$ cat config.mk
export PLATFORM = sky130hd
export DESIGN_NAME = serial_subtractor
export DESIGN_NICKNAME = d
export VERILOG_FILES = /design/src/rtl/serial_subtractor.sv
export SDC_FILE = /design/constraint.sdc
export NUM_CORES = 1
export LEC_CHECK = 0
export CAP_MARGIN = 20
export CORE_MARGIN = 4
export CORE_UTILIZATION = 51
export CTS_CLUSTER_SIZE = 14
export DETAILED_ROUTE_END_ITERATION = 10
export PLACE_DENSITY = 0.78
export SLEW_MARGIN = 10
export SYNTH_ARGS = -nofsm -noshare
export SYNTH_HDL_FRONTEND = slang
export SYNTH_SLANG_ARGS = --single-unit
$ cat constraint.sdc
create_clock -name clk -period 1.8 [get_ports clk]
set_input_delay 0.18 -clock clk [delete_from_list [all_inputs] [get_ports clk]]
set_output_delay 0.18 -clock clk [all_outputs]
set_load 0.01 [all_outputs]
$ cat src/rtl/serial_subtractor.sv
// rtl/serial_subtractor.sv - bit-serial LSB-first a-b subtractor; SERIAL_SUBTRACTOR_OVF_EN adds the ovf flag
module serial_subtractor #(
    parameter int WIDTH = 8
) (
    input  logic             clk,
    input  logic             rst_n,
    input  logic             start,
    input  logic [WIDTH-1:0] a,
    input  logic [WIDTH-1:0] b,
    output logic             busy,
    output logic             done,
    output logic [WIDTH-1:0] diff,
    output logic             borrow
`ifdef SERIAL_SUBTRACTOR_OVF_EN
    ,
    output logic             ovf
`endif
);

    localparam int CW = $clog2(WIDTH + 1);
    localparam logic [CW-1:0] LAST_BIT = CW'(WIDTH - 1);

    typedef enum logic [1:0] {
        S_IDLE = 2'd0,
        S_RUN  = 2'd1,
        S_DONE = 2'd2
    } state_t;

    state_t           r_state;
    state_t           w_state_nxt;

    logic [WIDTH-1:0] r_a;
    logic [WIDTH-1:0] r_b;
    logic [WIDTH-1:0] r_work;
    logic             r_bin;
    logic [CW-1:0]    r_cnt;
    logic [WIDTH-1:0] r_diff;
    logic             r_borrow;

    logic             w_accept;
    logic             w_run;
    logic             w_last;
    logic             w_d;
    logic             w_bout;
    logic [WIDTH-1:0] w_work_nxt;

    // One bit-slice of a full subtractor working on the current LSBs.
    assign w_d        = r_a[0] ^ r_b[0] ^ r_bin;
    assign w_bout     = (~r_a[0] & r_b[0]) | (~(r_a[0] ^ r_b[0]) & r_bin);
    assign w_work_nxt = {w_d, r_work[WIDTH-1:1]};

    assign w_accept = (r_state == S_IDLE) && start;
    assign w_run    = (r_state == S_RUN);
    assign w_last   = w_run && (r_cnt == LAST_BIT);

    // State register.
    always_ff @(posedge clk or negedge rst_n) begin
        if (!rst_n) begin
            r_state <= S_IDLE;
        end else begin
            r_state <= w_state_nxt;
        end
    end

    // Next-state and status outputs; DONE always falls back to IDLE.
    always_comb begin
        w_state_nxt = r_state;
        busy        = 1'b0;
        done        = 1'b0;
        case (r_state)
            S_IDLE: begin
                if (start) begin
                    w_state_nxt = S_RUN;
                end
            end
            S_RUN: begin
                busy = 1'b1;
                if (r_cnt == LAST_BIT) begin
                    w_state_nxt = S_DONE;
                end
            end
            S_DONE: begin
                done        = 1'b1;
                w_state_nxt = S_IDLE;
            end
            default: begin
                w_state_nxt = S_IDLE;
            end
        endcase
    end

    // Operand shift registers, borrow flop, working register and bit counter.
    always_ff @(posedge clk or negedge rst_n) begin
        if (!rst_n) begin
            r_a    <= '0;
            r_b    <= '0;
            r_work <= '0;
            r_bin  <= 1'b0;
            r_cnt  <= '0;
        end else if (w_accept) begin
            r_a    <= a;
            r_b    <= b;
            r_work <= '0;
            r_bin  <= 1'b0;
            r_cnt  <= '0;
        end else if (w_run) begin
            r_a    <= {1'b0, r_a[WIDTH-1:1]};
            r_b    <= {1'b0, r_b[WIDTH-1:1]};
            r_work <= w_work_nxt;
            r_bin  <= w_bout;
            r_cnt  <= r_cnt + 1'b1;
        end
    end

    // Result registers update only on the final bit so partial sums never leak out.
    always_ff @(posedge clk or negedge rst_n) begin
        if (!rst_n) begin
            r_diff   <= '0;
            r_borrow <= 1'b0;
        end else if (w_last) begin
            r_diff   <= w_work_nxt;
            r_borrow <= w_bout;
        end
    end

    assign diff   = r_diff;
    assign borrow = r_borrow;

`ifdef SERIAL_SUBTRACTOR_OVF_EN
    logic [1:0] r_msb;
    logic       r_ovf;

    // Operand sign bits are shifted out during RUN, so keep a copy from accept time.
    always_ff @(posedge clk or negedge rst_n) begin
        if (!rst_n) begin
            r_msb <= 2'b00;
        end else if (w_accept) begin
            r_msb <= {a[WIDTH-1], b[WIDTH-1]};
        end
    end

    // Signed overflow: operand signs differ and the result sign differs from the minuend.
    always_ff @(posedge clk or negedge rst_n) begin
        if (!rst_n) begin
            r_ovf <= 1'b0;
        end else if (w_last) begin
            r_ovf <= (r_msb[1] ^ r_msb[0]) & (w_d ^ r_msb[1]);
        end
    end

    assign ovf = r_ovf;
`endif

endmodule

* After elaboration in Yosys (flattened, before gate mapping)
Index checks and enable logic that the tools add are counted.
** Word-level totals
- Register bits after elaboration :: 40
- Input bits :: 19
- Output and inout bits :: 11
- Logic and storage cells :: 41
** Operators by class
- $add $sub $neg :: 1
- Eq/ne operators :: 5
- Mux-type cells :: 15
- Bitwise operators :: 7
- Reductions and logical operators :: 5
** Operator list (count)
- two-way mux 8 bit :: 6
- two-way mux 4 bit :: 2
- adder 4 x 1 -> 4 bit, second input constant :: 1
- == test 4 x 3 -> 1 bit, second input constant :: 1
- two-way mux 1 bit :: 4
- two-way mux 2 bit :: 2
- case mux 2 bit (2 select lines) :: 1
- bitwise AND 1 bit :: 2
- == test 2 x 1 -> 1 bit, second input constant :: 1
- == test 2 bit, second input constant :: 1
- logical AND 1 bit :: 2
- logical NOT 2 bit :: 1
- inequality test 2 x 1 -> 1 bit, second input constant :: 1
- inequality test 2 bit, second input constant :: 1
- NOT 1 bit :: 2
- AND reduction 2 bit :: 1
- nonzero test 2 bit :: 1
- XOR 1 bit :: 2
- OR 1 bit :: 1

* Logic depth before layout (Yosys ltp)
- Depth in word-level cells :: 6
- Gate-level depth with buffers :: 5
- Depth with buffers taken out :: 4

* Worst setup path after synthesis
OpenSTA, ideal clock, no wires.
- Path kind :: reg-to-reg
- Start :: register r_cnt[0]
- End :: register r_diff[0], in the netlist diff[0]
- Setup time :: 125 ps
- Data arrival time :: 1300 ps
- Data required time :: 1675 ps
- Setup slack :: 375 ps
- Cell stages (with the launch flop) :: 5
- Buffers on the path :: 0
- Clock period less this slack :: 1425 ps
- Path through :: dfrtp_1 ha_1 nand2_1 nor3_4 mux2_2
** Between the ends
- Longest elaborated chain between the ends :: 2
** Ends and longest elaborated chain
- from (decl) :: line 36 : logic [CW-1:0] r_cnt;
- from (signal assigned) :: line 111 : r_cnt <= r_cnt + 1'b1;
- == test 4 x 3 -> 1 bit :: line 54 : assign w_last = w_run && (r_cnt == LAST_BIT);
- logical AND 1 bit :: line 54
- to (signal assigned) :: line 121 : r_diff <= w_work_nxt;
- to (decl) :: line 37 : logic [WIDTH-1:0] r_diff;
Every way passes these cells.
A chain may end at the register's enable or synchronous reset.

* Final worst setup path
- Start :: register r_cnt[0]
- End :: register r_diff[3], in the netlist diff[3]
Same word-level chain as after synthesis.

==> reports/metrics.cfg <==
[outcome]
outcome = complete, no violations

[sta]
finClkSkew_ns = 0.00651
worst_pin_slew_ns = 0.576
fin_crit_sh = 0.909
hold_viol_final = 0
tns_ns = 0
rsz0062_at_grt = false
finalSetupViolCount = 0
finalCriticalPeriod_ns = 1.64
relSlewSlack = 0.616
finalMaxSlewViolations = 0
fmax_ghz = 0.611

[routing]
wl_um = 3370
via_per_inst = 5.54
drtAntennaViolNets = 0
first_pass_iters = 4
drc_errors = 0
drt-initial-drc-count = 78
vias = 1229
wl_per_cell_um = 15.2

[cells_and_area]
fin_nets = 198
ff_latch_area_sq_um = 977
syn_to_final_growth_pct = 27.6
diodes = 0
num-fill-cells = 230
final_cells = 222
drive_above_1_share = 0.157
final_cell_area_sq_um = 2100
multi_input_area_sq_um = 613

[die]
dieWidth_um = 64.8
num_rows = 20
core_area_sq_um = 3080
die_area_sq_um = 4200
start_util = 0.534
io_pins = 30
fp.dieH_um = 64.8

[placement]
hpwl_um = 2360
portBuffers = 29
placed_area_sq_um = 2000
gp_congestion = 0.848
dp.cells = 212

[worst_setup_path]
path_class = register to register
cp_cell_sequence = ha_1 -> nand2_1 -> nor3_4 -> mux2_2
cpPeakStageDelay_ns = 0.42
critical_path.endpoint_type = register
cp_slowest_cell = nor3_4
crit_required_ns = 2.04
critPathArrivalTime_ns = 1.88
cp-start-kind = register
worstPathMaxFanout = 10

[pwr]
p_leak_uw = 0.000928
power_density_nw_per_um2 = 1620
irDropWorstVdd_mv = 0.830

[grt]
grt_overflow = 0
use_met1 = 0.235
met3_usage = 0.0572
top_usage_layer = met2
grt_pass1_vias = 1279
track_usage = 0.187
grt_max_degree = 28
grt_pass1_wl_um = 5970
grtUsageMet2 = 0.300
antenna_found_initial = 0

[clock_tree]
post_cts_buffers = 0
cts_tree = done
insertion_delay_ns = 0.34
clkTransAtPathRegs_ns = 0.11
numCtsBuffers = 5
cts_buffer_depth = 2
root_buffer = clkbuf_4
cts.sinks = 39
cts_max_level = 2

[synthesis]
netlist_area_sq_um = 1640
seq_area_frac_synth = 0.594
synthesis.nets = 161
ys_ff_latch = 39
postSynthCellCount = 140
synth_warnings = 0
avgSynthCellArea_sq_um = 11.7
ys_types = 22

[hold_path]
hp-class = input port to async pin

[run]
drv_cap = 0

layout make-up:
cell class / count / area share
clock buffers: 8 / 0.0328
flip-flops and latches: 39 / 0.466
inverters: 6 / 0.0107
repair buffers: 38 / 0.172
well taps: 44 / 0.0262
multi-input cells: 87 / 0.292
per-stage QoR:
step                      power, uW  worst slack [ns]   util  hold WS (ns)
after floorplan                2350             0.375      -        -0.116
after global placement         2840             0.263  0.651         0.202
after detailed placement       2920             0.152  0.651         0.213
after CTS                      3440            0.0115  0.680         0.366
after global routing           3660            0.0293  0.682         0.408
final                          3410             0.164  0.682         0.361
metal layers:
metal / part of all wire / wire length [um] / vias to the layer above
li1: - / - / 582
met1: 0.43 / 1440 / 616
met2: 0.51 / 1720 / 24
met3: 0.044 / 149 / 7
met4: 0.017 / 56 / 0
met5: 0 / 0 / -
synth_stat cells:
cell type / n / share of area
a21oi_1: 1 / 0.0030
a22o_1: 9 / 0.048
a22oi_1: 19 / 0.087
a2bb2oi_1: 1 / 0.0053
a32o_1: 1 / 0.0061
buf_2: 2 / 0.0061
clkbuf_1: 6 / 0.014
dfrtp_1: 39 / 0.59
fa_1: 1 / 0.012
ha_1: 1 / 0.0076
inv_1: 6 / 0.014
mux2_2: 9 / 0.062
mux2i_1: 1 / 0.0061
nand2_1: 15 / 0.034
nand2b_4: 1 / 0.0084
nand3_1: 3 / 0.0091
nor2_1: 3 / 0.0068
nor2b_1: 2 / 0.0076
nor3_4: 1 / 0.0099
o21ai_0: 17 / 0.052
o21bai_1: 1 / 0.0046
or3_1: 1 / 0.0038
flip-flops by register name, summed over array words and instances, names as in the netlist:
| name | count |
|---|---|
| borrow | 1 |
| r_work | 7 |
| r_cnt | 4 |
| diff | 8 |
| r_state | 2 |
| r_bin | 1 |
| r_a | 8 |
| r_b | 8 |
cell usage in the layout, fill, tap and decap left out:
cell type,n
buf_2,2
dfrtp_1,38
mux2_2,9
inv_1,6
dfrtp_2,1
clkdlybuf4s50_1,26
a32o_1,1
nor2_1,3
mux2i_1,1
o21ai_0,17
nor3_4,1
or3_1,1
clkbuf_4,5
a2bb2oi_1,1
o21bai_1,1
buf_4,6
clkbuf_8,2
fa_1,1
buf_6,1
a22oi_1,19
a21oi_1,1
clkbuf_1,1
dlymetal6s2s_1,2
a22o_1,9
dlygate4sd3_1,1
nand2_1,15
nand3_1,3
nor2b_1,2
ha_1,1
nand2b_4,1
path summary, 6_finish.rpt:
| kind | start | endpoint | slack, ns | cells after the start |
|---|---|---|---|---|
| max in group asynchronous | rst_n | r_state[0] | 0.90 | 3 |
| worst max register to register | r_cnt[0] | diff[3] | 0.16 | 4 |
| worst max-delay path | r_cnt[0] | diff[3] | 0.16 | 4 |
| min in group clk | b[7] | r_b[7] | 0.49 | 2 |
| worst min-delay path | rst_n | r_b[0] | 0.36 | 2 |
| worst min register to register | r_a[1] | r_a[1] | 0.49 | 2 |
logic make-up after synthesis:
group / share of synthesized area
multiplexers: 0.0677
buffers and inverters: 0.0335
AO/OA/AOI/OAI: 0.205
flip-flops: 0.594
adder cells (fa/ha/maj): 0.0198
AND/OR/NAND/NOR: 0.0799
report_power, final:
group	switching (uW)	leakage, uW	internal (uW)
clock	279	0.0000386	230
combinational	650	0.000386	728
sequential	272	0.000504	1250
repair_timing:
item	in CTS	in global routing
hold buffers	1	0
setup endpoints to repair	2	2
cloned	1	0
endpoints found under the hold margin	25	0
gates resized for setup	2	2
critical path: cells and delay by family (launching register included):
family	cells	cell delay (ns)
mux	1	0.40
flops	1	0.40
fa+ha+maj	1	0.21
simple gates	2	0.53
Note: power is estimated with default switching activity, not from simulation.
